**config.mk**
```make
export PLATFORM = sky130hd
export DESIGN_NAME = hsync_decoder
export DESIGN_NICKNAME = d
export VERILOG_FILES = /design/src/rtl/hsync_decoder_pkg.sv /design/src/rtl/hsync_decoder_sync_edge_det.sv /design/src/rtl/hsync_decoder.sv
export SDC_FILE = /design/constraint.sdc
export NUM_CORES = 1
export LEC_CHECK = 0
export ABC_AREA = 1
export CAP_MARGIN = 30
export CORE_UTILIZATION = 35
export CTS_CLUSTER_DIAMETER = 100
export DETAILED_ROUTE_END_ITERATION = 6
export REMOVE_ABC_BUFFERS = 1
export SYNTH_ARGS = -nofsm -noshare
export SYNTH_HDL_FRONTEND = slang
export SYNTH_SLANG_ARGS = --single-unit
```
**constraint.sdc**
```tcl
create_clock -name CLK -period 3.75 [get_ports CLK]
set_clock_uncertainty 0.1 [all_clocks]
set_input_delay 0.75 -clock CLK [delete_from_list [all_inputs] [get_ports CLK]]
set_output_delay 0.75 -clock CLK [all_outputs]
set_load 0.02 [all_outputs]
```
**src/rtl/hsync_decoder_pkg.sv**
```systemverilog
// Shared horizontal video timing defaults and decoder FSM states.
// Constants only: no latency, no flow control.
// Used by both the timing generator and its receive-side decoder.
package hsync_decoder_pkg;

    localparam int CNT_W  = 11;
    localparam int LINE_W = 4;

    localparam logic [CNT_W-1:0]  DEF_H_TOTAL    = 11'd1090;
    localparam logic [CNT_W-1:0]  DEF_SYNC_START = 11'd16;
    localparam logic [CNT_W-1:0]  DEF_SYNC_WIDTH = 11'd113;
    localparam logic [CNT_W-1:0]  DEF_TOL        = 11'd2;
    localparam logic [LINE_W-1:0] DEF_LOCK_LINES = 4'd3;
    localparam logic [LINE_W-1:0] DEF_MISS_LINES = 4'd2;
    localparam logic [CNT_W-1:0]  CNT_MAX        = 11'h7FF;

    typedef enum logic [1:0] {
        SEARCH  = 2'd0,
        ACQUIRE = 2'd1,
        LOCK    = 2'd2
    } state_t;

    function automatic logic in_tol(input logic [CNT_W-1:0] val,
                                    input logic [CNT_W-1:0] nom,
                                    input logic [CNT_W-1:0] tol);
        return (val >= nom - tol) && (val <= nom + tol);
    endfunction

endpackage

```
**src/rtl/hsync_decoder_sync_edge_det.sv**
```systemverilog
// Sync-input conditioning: optional 2FF synchronizer (HSYNC_DEC_SYNC2FF_EN) plus edge detect.
// Latency: fe/re combinational off the previous-value register (+2 cycles with the synchronizer).
// No backpressure: one sample per clock, always accepted.
module sync_edge_det (
    input  logic clk,
    input  logic rstn,
    input  logic sync_in,
    output logic sync_lvl,
    output logic fe,
    output logic re
);

    logic sync_s;
    logic prev;

`ifdef HSYNC_DEC_SYNC2FF_EN
    logic meta;

    // Reset to the idle (high) level so no false edge follows reset.
    always_ff @(posedge clk) begin
        if (!rstn) begin
            meta   <= 1'b1;
            sync_s <= 1'b1;
        end else begin
            meta   <= sync_in;
            sync_s <= meta;
        end
    end
`else
    assign sync_s = sync_in;
`endif

    always_ff @(posedge clk) begin
        if (!rstn) begin
            prev <= 1'b1;
        end else begin
            prev <= sync_s;
        end
    end

    assign sync_lvl = sync_s;
    assign fe       = !sync_s && prev;
    assign re       = sync_s && !prev;

endmodule

```
**src/rtl/hsync_decoder.sv**
```systemverilog
// Recovers the horizontal pixel counter from an active-low hsync and tracks lock (HSYNC_DEC_SYNC2FF_EN adds a synchronizer).
// Latency: CNT aligned with zero lag to the generator; LINE_STB/ERR/LOCKED registered, one cycle after the event.
// No backpressure: free-running, every input sample is consumed.
module hsync_decoder
    import hsync_decoder_pkg::*;
#(
    parameter logic [CNT_W-1:0]  H_TOTAL    = DEF_H_TOTAL,
    parameter logic [CNT_W-1:0]  SYNC_START = DEF_SYNC_START,
    parameter logic [CNT_W-1:0]  SYNC_WIDTH = DEF_SYNC_WIDTH,
    parameter logic [CNT_W-1:0]  TOL        = DEF_TOL,
    parameter logic [LINE_W-1:0] LOCK_LINES = DEF_LOCK_LINES,
    parameter logic [LINE_W-1:0] MISS_LINES = DEF_MISS_LINES
) (
    input  logic             CLK,
    input  logic             RSTN,
    input  logic             SYNC_IN,
    output logic [CNT_W-1:0] CNT,
    output logic             LOCKED,
    output logic             LINE_STB,
    output logic [CNT_W-1:0] PERIOD,
    output logic             ERR
);

`ifdef HSYNC_DEC_SYNC2FF_EN
    localparam logic [CNT_W-1:0] LOAD_VAL = SYNC_START + 11'd3;
`else
    localparam logic [CNT_W-1:0] LOAD_VAL = SYNC_START + 11'd1;
`endif
    localparam logic [CNT_W-1:0] TMO_VAL  = H_TOTAL + TOL + 11'd1;

    logic sync_lvl;
    logic fe;
    logic re;

    state_t            state, state_nxt;
    logic [LINE_W-1:0] good_cnt, good_nxt;
    logic [LINE_W-1:0] miss_cnt, miss_nxt;
    logic [CNT_W-1:0]  pcnt;
    logic [CNT_W-1:0]  wcnt;
    logic              line_open;
    logic              period_ok;
    logic              tmo_pend;

    logic fe_in_tol;
    logic timeout;
    logic verdict_vld;
    logic verdict_good;
    logic accept;
    logic open_bad;
    logic err_evt;

    sync_edge_det u_edge (
        .clk      (CLK),
        .rstn     (RSTN),
        .sync_in  (SYNC_IN),
        .sync_lvl (sync_lvl),
        .fe       (fe),
        .re       (re)
    );

    assign fe_in_tol    = in_tol(pcnt, H_TOTAL, TOL);
    assign timeout      = (pcnt == TMO_VAL) && !fe;
    assign verdict_vld  = re && line_open;
    assign verdict_good = period_ok && in_tol(wcnt, SYNC_WIDTH, TOL);

    always_comb begin
        state_nxt = state;
        good_nxt  = good_cnt;
        miss_nxt  = miss_cnt;
        accept    = 1'b0;
        open_bad  = 1'b0;
        err_evt   = 1'b0;
        case (state)
            SEARCH: begin
                if (fe) begin
                    state_nxt = ACQUIRE;
                    accept    = 1'b1;
                    good_nxt  = '0;
                    miss_nxt  = '0;
                end
            end
            ACQUIRE: begin
                accept = fe;
                if (timeout) begin
                    state_nxt = SEARCH;
                    good_nxt  = '0;
                end else if (verdict_vld) begin
                    if (!verdict_good) begin
                        good_nxt = '0;
                    end else if (good_cnt + 4'd1 >= LOCK_LINES) begin
                        state_nxt = LOCK;
                        good_nxt  = '0;
                        miss_nxt  = '0;
                    end else begin
                        good_nxt = good_cnt + 4'd1;
                    end
                end
            end
            LOCK: begin
                // A late edge right after a timeout belongs to the line the
                // timeout already condemned, so it must not be judged twice.
                if (fe) begin
                    accept   = fe_in_tol;
                    open_bad = !fe_in_tol && !tmo_pend;
                end
                if (timeout || (verdict_vld && !verdict_good)) begin
                    err_evt = 1'b1;
                    if (miss_cnt + 4'd1 >= MISS_LINES) begin
                        state_nxt = SEARCH;
                        miss_nxt  = '0;
                        good_nxt  = '0;
                    end else begin
                        miss_nxt = miss_cnt + 4'd1;
                    end
                end else if (verdict_vld) begin
                    miss_nxt = '0;
                end
            end
            default: begin
                state_nxt = SEARCH;
                good_nxt  = '0;
                miss_nxt  = '0;
            end
        endcase
    end

    always_ff @(posedge CLK) begin
        if (!RSTN) begin
            state    <= SEARCH;
            good_cnt <= '0;
            miss_cnt <= '0;
        end else begin
            state    <= state_nxt;
            good_cnt <= good_nxt;
            miss_cnt <= miss_nxt;
        end
    end

    always_ff @(posedge CLK) begin
        if (!RSTN) begin
            CNT       <= '0;
            LOCKED    <= 1'b0;
            LINE_STB  <= 1'b0;
            PERIOD    <= '0;
            ERR       <= 1'b0;
            pcnt      <= '0;
            wcnt      <= '0;
            line_open <= 1'b0;
            period_ok <= 1'b0;
            tmo_pend  <= 1'b0;
        end else begin
            if (accept) begin
                CNT <= LOAD_VAL;
            end else if (CNT == H_TOTAL - 11'd1) begin
                CNT <= '0;
            end else begin
                CNT <= CNT + 11'd1;
            end

            LOCKED   <= (state_nxt == LOCK);
            LINE_STB <= accept;
            ERR      <= err_evt;

            // Timeout reload places a virtual edge at the nominal position.
            if (fe) begin
                pcnt   <= 11'd1;
                PERIOD <= pcnt;
            end else if (timeout) begin
                pcnt <= TOL + 11'd1;
            end else if (pcnt != CNT_MAX) begin
                pcnt <= pcnt + 11'd1;
            end

            if (sync_lvl) begin
                wcnt <= '0;
            end else if (wcnt != CNT_MAX) begin
                wcnt <= wcnt + 11'd1;
            end

            if (accept || open_bad) begin
                line_open <= 1'b1;
                period_ok <= accept && fe_in_tol;
            end else if (re || timeout) begin
                line_open <= 1'b0;
            end

            if (fe) begin
                tmo_pend <= 1'b0;
            end else if (timeout) begin
                tmo_pend <= 1'b1;
            end
        end
    end

endmodule

```
==> results by group <==
CTS
  – Root Buffer: clkbuf_8
  – CTS clock-pin slew for the worst setup and hold paths: 0.08 ns
  – Post-CTS Setup Repair Bufs: 0
  – Post-cts repair resize count: 0
  – Deepest clock path buffer count: 2
  – Total CTS buffers: 9
  – CTS tree: built
  – Clock latency on the worst-skew pair: 0.34 ns
  – Clk sink count: 61
  – H-Tree Depth: 3
  – CTS hold repair buffers: 0

Final layout
  – # diodes: 0
  – Fillers: 870
  – NumNets Final: 457
  – Post-layout util: 44.1%
  – Area of the multi-input gates: 1570 µm²
  – Share of cells above drive strength 1: 14.9%
  – FF/Latch Area: 1220 µm²
  – Area growth, synth to finish: 20.4%

Floorplanning
  – Initial core utilization: 36.6%
  – Die H: 95.4 µm
  – Die X-Extent: 95.4 µm
  – Placement Rows: 33
  – IO Count: 28
  – Core Area: 8340 µm²
  – Die ar.: 9100 µm²

STA
  – RSZ-0062 raised after global routing: false
  – Period utilization: 69.0%
  – Slew Limit Fails: 0
  – Min Tclk post-route: 2.59 ns
  – Min Hold Slack: 0.348 ns
  – Hold Fails Final Rpt: 0
  – Worst Tran Pin Value: 0.588 ns
  – Fmax: 0.387 GHz
  – Final Setup Violations: 0
  – Max_slew headroom: 60.8%
  – Setup TNS: 0 ns

Routing
  – Vias: 2595
  – Final ANT Viol Nets: 0
  – TritonRoute pass-1 iters: 4
  – Final Routed Wirelength: 6.24 mm
  – Drt drc: 0
  – Drt initial violations: 71
  – Vias per cell: 4.68
  – WL per Instance: 11.3 µm

Place
  – DPL Wire Length: 4.61 mm
  – IO buf count: 27
  – Routability cong.: 0.845

Pwr
  – Worst VDD drop: 0.142 mV
  – PD cells: 400 nW/µm²
  – Leak Pwr: 0.00157 µW

Synth
  – Synth Area per Inst: 7.46 µm²
  – Number of unique standard cell types used by synthesis: 38
  – Gate Count Post-Synth: 409
  – Synth warnings: 0
  – Register area share after synthesis: 40.0%
  – Top cells by count, synth: dfxtp_1, nand2_1, nor2_1, inv_1, nand3_1
  – Yosys top cell area share: 40.0%
  – Top FF cell, synth: dfxtp_1
  – Synth area leaders: dfxtp_1, nand2_1, nor2_1
  – Number of synthesized flops with an enable pin: 0
  – Dominant cell type by area after synthesis: dfxtp_1
  – Post-synth ARST share: 0%
  – Post-Synthesis Cell Area: 3050 µm²
  – Most common cell in the netlist: dfxtp_1
  – Yosys reg bits: 61

Setup path
  – CP arrival: 2.76 ns
  – Crit end category: flop
  – Kind of critical path: input pin to flop
  – Worst-path fanout max: 22
  – Required @ worst endpoint: 3.92 ns
  – Critical Path Source Type: input pin

Global route
  – GRT Util Overall: 15.4%
  – Initial antenna violation count: 0
  – Number of global-route vias before repair: 2417
  – Largest net degree at the start of global routing: 23
  – Remaining global-route overflow: 0
  – Global-route wire length before repair: 10.8 mm

Hold path
  – Hold WC Path Type: flop to flop

Run
  – Max cap viols: 0

Outcome
  – Status: completed
layout make-up:
| type | count | area share, % |
|---|---|---|
| flip-flops and latches | 61 | 33.2 |
| clock inverters | 6 | 2.35 |
| clock buffers | 10 | 3.75 |
| multi-input cells | 280 | 42.8 |
| well taps | 105 | 3.58 |
| inverters | 63 | 6.50 |
| repair buffers | 29 | 7.76 |
layer usage:
layer	part of all wire (%)	global-route usage, %
met5	0	0
met2	44	23.6
met1	52	19.8
met3	3.7	4.39
met4	0.90	7.21
metrics by stage:
stage | setup slack (ns) | instance area [µm²] | total power [µW] | std cells
after floorplan | 1.06 | 3030 | 781 | 404
after global placement | 0.919 | 3450 | 830 | 538
after detailed placement | 0.808 | 3450 | 831 | 538
after CTS | 1.12 | 3670 | 1490 | 554
after global routing | 0.952 | 3670 | 1540 | 554
final | 1.16 | 3670 | 1470 | 554
layout by cell type (no fill, tap or decap), types with 11 or more instances in the layout:
| cell type | Yosys | final |
|---|---|---|
| clkdlybuf4s50_1 | 0 | 27 |
| inv_1 | 51 | 51 |
| xor2_1 | 15 | 15 |
| dfxtp_1 | 61 | 61 |
| nand2_2 | 11 | 11 |
| a21oi_1 | 23 | 23 |
| nand2_1 | 55 | 55 |
| o21ai_0 | 26 | 26 |
| nor2_1 | 52 | 51 |
| nand3_1 | 29 | 29 |
worst max-delay path, stage by stage:
cell and delay (ns):
clkdlybuf4s50_1 0.45, buf_4 0.24, clkinv_1 0.31, nor2_1 0.21, inv_1 0.07, nor2_1 0.40, o21ai_0 0.17, a21oi_1 0.13
power breakdown:
part | internal, µW | switching (µW) | total [µW]
clock | 391 | 263 | 653
combinational | 53.5 | 77.6 | 131
sequential | 668 | 17.0 | 685
state kept, by name, indices dropped and copies added, names as in the netlist:
name and count:
wcnt 11, u_edge.prev 1, line_open 1, LOCKED 1, period_ok 1, CNT 11, LINE_STB 1, pcnt 11
good_cnt 4, PERIOD 11, miss_cnt 4, tmo_pend 1, state 2, ERR 1
final timing paths:
path                            slack, ns  cells past startpoint                      from                       end
worst max-delay path                 1.16                      8                      RSTN      pcnt[3]$_SDFFE_PP0P_
worst min-delay path                 0.35                      2  miss_cnt[3]$_SDFFE_PN0P_  miss_cnt[3]$_SDFFE_PN0P_
worst max register to register       1.79                     12      wcnt[0]$_SDFFE_PP0P_      wcnt[4]$_SDFFE_PP0P_
worst min register to register       0.35                      2  miss_cnt[3]$_SDFFE_PN0P_  miss_cnt[3]$_SDFFE_PN0P_
cell families after synthesis:
family	share of synthesized area (%)
simple gates	29.9
compound gates	11.8
xor+xnor	5.74
buf+inv	8.49
flops	40.0
fa+ha+maj	4.10
Power figures use the tool's default switching activity.
